$ cat config.mk
export PLATFORM = sky130hd
export DESIGN_NAME = game_turn_controller
export DESIGN_NICKNAME = d
export VERILOG_FILES = /design/src/rtl/game_turn_controller.sv
export SDC_FILE = /design/constraint.sdc
export NUM_CORES = 1
export LEC_CHECK = 0
export BUFFER_PORTS_ARGS = -buffer_cell sky130_fd_sc_hd__buf_2
export CORE_MARGIN = 2
export CORE_UTILIZATION = 51
export DETAILED_ROUTE_END_ITERATION = 16
export PLACE_DENSITY = 0.81
export SYNTH_ARGS = -nofsm -noshare
export SYNTH_HDL_FRONTEND = slang
export SYNTH_SLANG_ARGS = --single-unit
$ cat constraint.sdc
create_clock -name clk -period 3.07 [get_ports clk]
set_input_delay 0.1535 -clock clk [delete_from_list [all_inputs] [get_ports clk]]
set_output_delay 0.1535 -clock clk [all_outputs]
set_load 0.01 [all_outputs]
$ cat src/rtl/game_turn_controller.sv
// Tic-tac-toe turn sequencer: validates a placement, writes the mover's symbol,
// scans the eight win lines one per cycle, then resolves win/draw or passes the turn.
module game_turn_controller #(
  parameter logic FIRST_PLAYER = 1'b0
) (
  input  logic        clk,
  input  logic        resetn,
  input  logic        place,
  input  logic [3:0]  cursor,
  output logic [17:0] board,
  output logic        player,
  output logic        busy,
  output logic        reject,
  output logic [1:0]  winner,
  output logic        game_over,
  output logic [3:0]  move_count
);

  localparam logic [1:0] S_IDLE = 2'd0;
  localparam logic [1:0] S_SCAN = 2'd1;
  localparam logic [1:0] S_OVER = 2'd2;

  localparam logic [1:0]  CELL_EMPTY  = 2'b10;
  localparam logic [17:0] BOARD_EMPTY = {9{CELL_EMPTY}};

  logic [1:0]  state_q, state_d;
  logic [17:0] board_q, board_d;
  logic        player_q, player_d;
  logic        busy_q, busy_d;
  logic        reject_q, reject_d;
  logic [1:0]  winner_q, winner_d;
  logic        over_q, over_d;
  logic [3:0]  mc_q, mc_d;
  logic [2:0]  line_q, line_d;

  logic [3:0] la, lb, lc;
  logic [3:0] cur_idx;
  logic       cursor_ok;
  logic [1:0] cur_cell;
  logic [1:0] sym;
  logic       line_match;

  function automatic logic [1:0] cell_of(input logic [17:0] b, input logic [3:0] idx);
    return b[{idx, 1'b0} +: 2];
  endfunction

  always_comb begin
    la = 4'd0;
    lb = 4'd1;
    lc = 4'd2;
    case (line_q)
      3'd0: begin la = 4'd0; lb = 4'd1; lc = 4'd2; end
      3'd1: begin la = 4'd3; lb = 4'd4; lc = 4'd5; end
      3'd2: begin la = 4'd6; lb = 4'd7; lc = 4'd8; end
      3'd3: begin la = 4'd0; lb = 4'd3; lc = 4'd6; end
      3'd4: begin la = 4'd1; lb = 4'd4; lc = 4'd7; end
      3'd5: begin la = 4'd2; lb = 4'd5; lc = 4'd8; end
      3'd6: begin la = 4'd0; lb = 4'd4; lc = 4'd8; end
      default: begin la = 4'd2; lb = 4'd4; lc = 4'd6; end
    endcase
  end

  // Out-of-range cursors are redirected to cell 0 so the select never leaves the board.
  assign cursor_ok  = (cursor <= 4'd8);
  assign cur_idx    = cursor_ok ? cursor : 4'd0;
  assign cur_cell   = cell_of(board_q, cur_idx);
  assign sym        = {1'b0, player_q};
  assign line_match = (cell_of(board_q, la) == sym) &&
                      (cell_of(board_q, lb) == sym) &&
                      (cell_of(board_q, lc) == sym);

  always_comb begin
    state_d  = state_q;
    board_d  = board_q;
    player_d = player_q;
    busy_d   = busy_q;
    reject_d = 1'b0;
    winner_d = winner_q;
    over_d   = over_q;
    mc_d     = mc_q;
    line_d   = line_q;
    case (state_q)
      S_IDLE: begin
        if (place) begin
          if (cursor_ok && (cur_cell == CELL_EMPTY)) begin
            board_d[{cur_idx, 1'b0} +: 2] = sym;
            mc_d    = mc_q + 4'd1;
            line_d  = 3'd0;
            busy_d  = 1'b1;
            state_d = S_SCAN;
          end else begin
            reject_d = 1'b1;
          end
        end
      end
      S_SCAN: begin
        if (line_match) begin
          winner_d = player_q ? 2'b10 : 2'b01;
          over_d   = 1'b1;
          busy_d   = 1'b0;
          state_d  = S_OVER;
        end else if (line_q != 3'd7) begin
          line_d = line_q + 3'd1;
        end else if (mc_q == 4'd9) begin
          winner_d = 2'b11;
          over_d   = 1'b1;
          busy_d   = 1'b0;
          state_d  = S_OVER;
        end else begin
          player_d = ~player_q;
          busy_d   = 1'b0;
          state_d  = S_IDLE;
        end
      end
      S_OVER: begin
      end
      default: begin
        state_d = S_IDLE;
        busy_d  = 1'b0;
      end
    endcase
  end

  always_ff @(posedge clk) begin
    if (!resetn) begin
      state_q  <= S_IDLE;
      board_q  <= BOARD_EMPTY;
      player_q <= FIRST_PLAYER;
      busy_q   <= 1'b0;
      reject_q <= 1'b0;
      winner_q <= 2'b00;
      over_q   <= 1'b0;
      mc_q     <= '0;
      line_q   <= '0;
    end else begin
      state_q  <= state_d;
      board_q  <= board_d;
      player_q <= player_d;
      busy_q   <= busy_d;
      reject_q <= reject_d;
      winner_q <= winner_d;
      over_q   <= over_d;
      mc_q     <= mc_d;
      line_q   <= line_d;
    end
  end

  assign board      = board_q;
  assign player     = player_q;
  assign busy       = busy_q;
  assign reject     = reject_q;
  assign winner     = winner_q;
  assign game_over  = over_q;
  assign move_count = mc_q;

endmodule

==> flow_summary.json, run 1 <==
{
  "status": "finished, final reports clean",
  "syn_nets": 268,
  "p_sw_frac": 0.2500,
  "ir_worst_vdd_mv": 0.3010,
  "max_freq_ghz": 0.3451,
  "numCtsBuffers": 5,
  "fin_skew_ns": 0.006015,
  "drc": 0,
  "power_frac_seq": 0.457,
  "grt_pass1_wl_um": 8321,
  "cts_tree": "yes",
  "synth.top_cell.area_share": 0.3008,
  "synth_area_sq_um": 2130,
  "drv_slew": 0,
  "diodes": 0,
  "cap_violations": 0,
  "yosys_warnings": 0,
  "drtAntennaViolNets": 0,
  "fin_nets": 301,
  "vias_per_cell": 5.955,
  "post-route-period-util": 0.9437,
  "core_sq_um": 4000,
  "die_w_um": 68.62,
  "port_buffers": 34,
  "crit_arrival_ns": 3.12,
  "grt.overflow.total": 0,
  "p_leak_uw": 0.001087,
  "synth.distinct_cells": 44,
  "p_comb_frac": 0.117,
  "rrSetupSlack_ns": 0.17,
  "antenna_found_initial": 0,
  "grtUsageTotal": 0.2400,
  "tightest_slew_ns": 0.6045,
  "htreeDepth": 2,
  "synth_cells": 249,
  "gp_congestion": 0.9427,
  "wirelength_um": 5401,
  "synth_seq_cells": 32,
  "multi_input_area_sq_um": 1380,
  "worstPathMaxFanout": 10,
  "rows": 23,
  "route.vias.total": 1983,
  "clk_latency_ns": 0.29,
  "seqCellArea_sq_um": 641.9,
  "synth.most_common_cell": "dfxtp_1",
  "detail_route.first_pass.iterations": 4,
  "fillerInstances": 345,
  "yosysSeqAreaShare": 0.3008,
  "path_delay_family": "compound AO/OA/AOI/OAI gates",
  "clkSinkCount": 32,
  "synthTopCellsByArea": "dfxtp_1, mux2i_1, ha_1",
  "start_util": 0.5324,
  "clkSlewWorstSetupHoldPaths_ns": 0.07,
  "finalHoldViolCount": 0,
  "pre_cts_ws_ns": 0.09506,
  "cts-root-buf": "clkbuf_8",
  "endpoint_kind": "register",
  "grt_max_degree": 26,
  "avgSynthCellArea_sq_um": 8.552,
  "min_period_ns": 2.897,
  "relSlewSlack": 0.5941,
  "die_area_sq_um": 4709,
  "dp_hpwl_um": 3960,
  "crit_top_cell": "a21oi_1",
  "fin_ws_ns": 0.1727,
  "postLayoutCellArea_sq_um": 2460,
  "power_density_nw_per_um2": 383.3,
  "critical_path.slowest_cell": "or4_1",
  "post_cts_buffers": 0,
  "worst-path-buf-inv": 2,
  "clockPowerShare": 0.426,
  "worstPathRequired_ns": 3.29,
  "routedWlPerCell_um": 16.22,
  "ctsResizeCount": 0,
  "start_kind": "register",
  "clock_path_buffers": 2,
  "synthFlopType": "dfxtp_1",
  "finalSetupTns_ns": 0,
  "grt_pass1_vias": 1742,
  "synthToLayoutAreaGrowth_pct": 15.51,
  "slowest_delay_ns": 0.52,
  "path_cells": "inv_1 > ha_2 > mux2_2 > and3_1 > a31oi_1 > o311ai_1 > or4_1 > a21oi_1 > buf_4 > o21ai_1 > a21oi_1",
  "ios": 35,
  "switching_power_uw": 235.8,
  "whs_ns": 0.2342,
  "synth_edf_count": 0,
  "setup_viol": 0,
  "synth_top_cell_by_area": "dfxtp_1",
  "synthArstFlopShare": 0,
  "hold_buffers": 0,
  "die_h_um": 68.62,
  "intPower_uw": 707.1,
  "drive_gt1_frac": 0.2226,
  "critPathKind": "register to register",
  "finish.utilization": 0.6150,
  "synth_top_cells_by_count": "dfxtp_1, mux2i_1, nand2_1",
  "hp-class": "input pin to register",
  "drtIter0Drc": 193,
  "placed_cell_area_sq_um": 2340
}
-- per-stage QoR --
| stage | instances | power (uW) |
|---|---|---|
| after CTS | 333 | 945.3 |
| final | 333 | 942.9 |
| after floorplan | 249 | 519.8 |
| after global placement | 325 | 545.2 |
| after detailed placement | 325 | 547.7 |
| after global routing | 333 | 980.3 |
-- power groups by stage --
stage               clock, uW  sequential [uW]  combinational (uW)
CTS                       406              430                 109
global route              427              432                 122
finish                    401              431                 110
detailed placement          0              440                 108
global placement            0              440                 105
floorplan                   0              441                78.6
-- state kept, by name, indices dropped and copies added (netlist names) --
register,flops
move_count,4
winner,2
player,1
line_q,3
busy,1
game_over,1
state_q,1
board,18
reject,1
-- final cells by class --
type	instances	share of cell area
Multi-Input combinational cell	188	0.5610
Sequential cell	32	0.2609
Timing Repair Buffer	39	0.08444
Clock buffer	6	0.02950
Tap cell	50	0.02543
Inverter	16	0.02442
Clock inverter	2	0.01424
-- worst min-delay path, delay by kind of cell --
kind / cells / cell delay [ns]
AND/OR/NAND/NOR: 2 / 0.14
multiplexers: 1 / 0.07
buffers and inverters: 1 / 0.10
-- layer usage --
metal	up-vias	track usage	routed length, um
met5	-	0	0
met4	0	0.1050	100
met3	11	0.05032	479
met2	85	0.3642	2579
met1	943	0.3279	2241
li1	944	-	-
-- cells by family (layout without fill, tap and decap cells) --
kind of cell | Yosys count | after routing | share of synthesized area
AND/OR/NAND/NOR | 98 | 98 | 0.2468
buffers and inverters | 29 | 63 | 0.05640
flip-flops | 32 | 32 | 0.3008
XOR/XNOR | 7 | 7 | 0.02879
adder cells (fa/ha/maj) | 12 | 12 | 0.07050
AO/OA/AOI/OAI | 42 | 42 | 0.1293
multiplexers | 29 | 29 | 0.1674
-- cells in the final DEF (no fill, tap or decap), types with 4 or more instances in the layout --
master    count
a21o_1        4
a21oi_1      10
buf_2        34
buf_4         5
clkbuf_8      5
dfxtp_1      31
ha_1          9
inv_1        15
mux2i_1      20
mux4_2        5
nand2_1      19
nand2b_1     16
nand3_1      12
nand4_1       4
nor2_1       15
nor2b_1       7
o21ai_0       9
or3_1         7
xor2_1        4
-- path summary, 6_finish.rpt --
check	start	end	cells past startpoint
setup / recovery	line_q[0]	game_over	11
setup reg to reg	line_q[0]	game_over	11
hold reg to reg	winner[0]	winner[0]	2
hold / removal	cursor[0]	board[12]	4
Note: power is estimated with default switching activity, not from simulation.
==> run 2, diff against run 1 <==
--- a/config.mk
+++ b/config.mk
@@ -9,6 +9,7 @@
 export CORE_MARGIN = 2
 export CORE_UTILIZATION = 51
 export DETAILED_ROUTE_END_ITERATION = 16
+export MAX_ROUTING_LAYER = met4
 export PLACE_DENSITY = 0.81
 export SYNTH_ARGS = -nofsm -noshare
 export SYNTH_HDL_FRONTEND = slang
==> run 2 against run 1 <==
Highest routed layer unchanged. Setup slack better by 0.016 ns. Utilization up 0.13 points. Combinational power barely moved. Largest cell class unchanged.
==> flow_summary.json, run 2 (same netlist as run 1, synthesis figures left out) <==
{
  "holdPathStages": 4,
  "r2r_cells": 11,
  "min_period_ns": 2.881,
  "ios": 35,
  "drc": 0,
  "fin_nets": 301,
  "post-route-period-util": 0.9385,
  "drv_slew": 0,
  "clock_path_buffers": 2,
  "status": "finished, final reports clean",
  "finish.utilization": 0.6162,
  "rows": 23,
  "rsz0062_at_grt": "false",
  "clk_latency_ns": 0.28,
  "start_util": 0.5324,
  "grt.overflow.total": 0,
  "path_cells": "buf_4 > ha_1 > ha_1 > o32a_1 > mux2i_1 > a221oi_1 > or4_1 > a21oi_2 > buf_4 > o21ai_1 > a21oi_1",
  "power_density_nw_per_um2": 381.9,
  "setup_viol": 0,
  "p_leak_uw": 0.001087,
  "synthToLayoutAreaGrowth_pct": 15.75,
  "dp_hpwl_um": 3929,
  "grtUsageTotal": 0.2575,
  "critPathKind": "register to register",
  "dp_cells": 325,
  "layout.cells.non_filler": 333,
  "drive_gt1_frac": 0.2261,
  "critical_path.slowest_cell": "or4_1",
  "gp_congestion": 0.9598,
  "endpoint_kind": "register",
  "slowest_delay_ns": 0.58,
  "routedWlPerCell_um": 15.52,
  "detail_route.first_pass.iterations": 4,
  "grt_max_degree": 26,
  "port_buffers": 34,
  "finalHoldViolCount": 0,
  "start_kind": "register",
  "drtAntennaViolNets": 0,
  "vias_per_cell": 5.835,
  "die_w_um": 68.62,
  "antenna_found_initial": 0,
  "whs_endpoint": "board[12]",
  "finalSetupTns_ns": 0,
  "hp-class": "input pin to register",
  "diodes": 0,
  "cap_violations": 0,
  "largest_reg_flops": 18,
  "hp-start": "cursor[0]",
  "drtIter0Drc": 158,
  "numCtsBuffers": 5,
  "ir_worst_vdd_mv": 0.4557,
  "worstPathMaxFanout": 7,
  "relSlewSlack": 0.6281,
  "r2r_end": "state_q[1]",
  "grt_pass1_wl_um": 8756,
  "clkSlewWorstSetupHoldPaths_ns": 0.07,
  "die_h_um": 68.62,
  "tightest_slew_ns": 0.5538,
  "clkSinkCount": 32,
  "core_sq_um": 4000,
  "rrSetupSlack_ns": 0.19,
  "wirelength_um": 5169,
  "regToRegStartpoint": "line_q[1]",
  "final_cell_mix": "buf_2, dfxtp_1, mux2i_1, nand2_1, nand2b_1",
  "layout_commonest_cell": "buf_2",
  "route.vias.total": 1943,
  "die_area_sq_um": 4709,
  "crit_arrival_ns": 3.09,
  "max_freq_ghz": 0.3471,
  "htreeDepth": 2,
  "fin_skew_ns": 0.001017,
  "cts_tree": "yes",
  "worstPathRequired_ns": 3.28,
  "cts-root-buf": "clkbuf_8",
  "grt_pass1_vias": 1827
}
==> run 2: routing by layer <==
| metal | part of all wire | vias up | routed length (um) | global-route usage |
|---|---|---|---|---|
| met5 | 0 | - | 0 | - |
| met4 | 0.011 | 0 | 57 | 0.08500 |
| met3 | 0.071 | 6 | 365 | 0.04383 |
| met2 | 0.47 | 64 | 2452 | 0.3942 |
| met1 | 0.44 | 926 | 2294 | 0.3451 |
| li1 | - | 947 | - | - |
==> run 2: report_power, final <==
group / internal [uW] / leakage, uW / switching [uW]
Sequential: 422 / 0.000259 / 8.84
Combinational: 44.2 / 0.000773 / 65.3
Clock: 240 / 0.0000541 / 161
Total: 706 / 0.00109 / 235
==> run 2: area by class of cell <==
cell class	instances	area, sq um
fillers	334	1535
multi-input cells	188	1381
flip-flops and latches	32	641.9
repair buffers	39	207.7
clock buffers	5	68.82
well taps	50	62.56
inverters	16	60.06
clock inverters	3	42.54
==> run 2: critical path, delay by kind of cell (launching register included) <==
kind                       cells  cell delay [ns]
and+or+nand+nor                1             0.58
muxes                          1             0.17
DFF                            1             0.33
adders and majority gates      2             0.46
buffers and inverters          2             0.30
AOI/OAI and AO/OA              5             0.96
==> run 2: through the flow <==
step,power (uW),worst slack (ns),cell area (sq um),hold WS [ns]
2_1_floorplan,519.8,0.1536,2130,0.3370
3_3_place_gp,545.3,0.2031,2340,0.4308
3_5_place_dp,547.8,0.08633,2340,0.4329
4_1_cts,940.1,0.06437,2451,0.2324
5_1_grt,978.3,0.006634,2465,0.2611
6_report,941.3,0.1887,2465,0.2309
==> run 2: how the worst max path moves through the flow <==
stage | depth (start not counted) | from | endpoint
3_3_place_gp | 11 | line_q[0] | game_over
2_1_floorplan | 12 | line_q[1] | line_q[1]
4_1_cts | 10 | line_q[0] | state_q[1]
5_1_grt | 11 | line_q[1] | game_over
6_report | 11 | line_q[1] | state_q[1]
3_5_place_dp | 10 | line_q[0] | state_q[1]
==> run 2: repair_timing <==
action / in CTS / in global routing
hold buffers: 0 / 0
setup buffers: 0 / 0
resized for setup: 0 / 5
endpoints found under the setup margin: 0 / 9
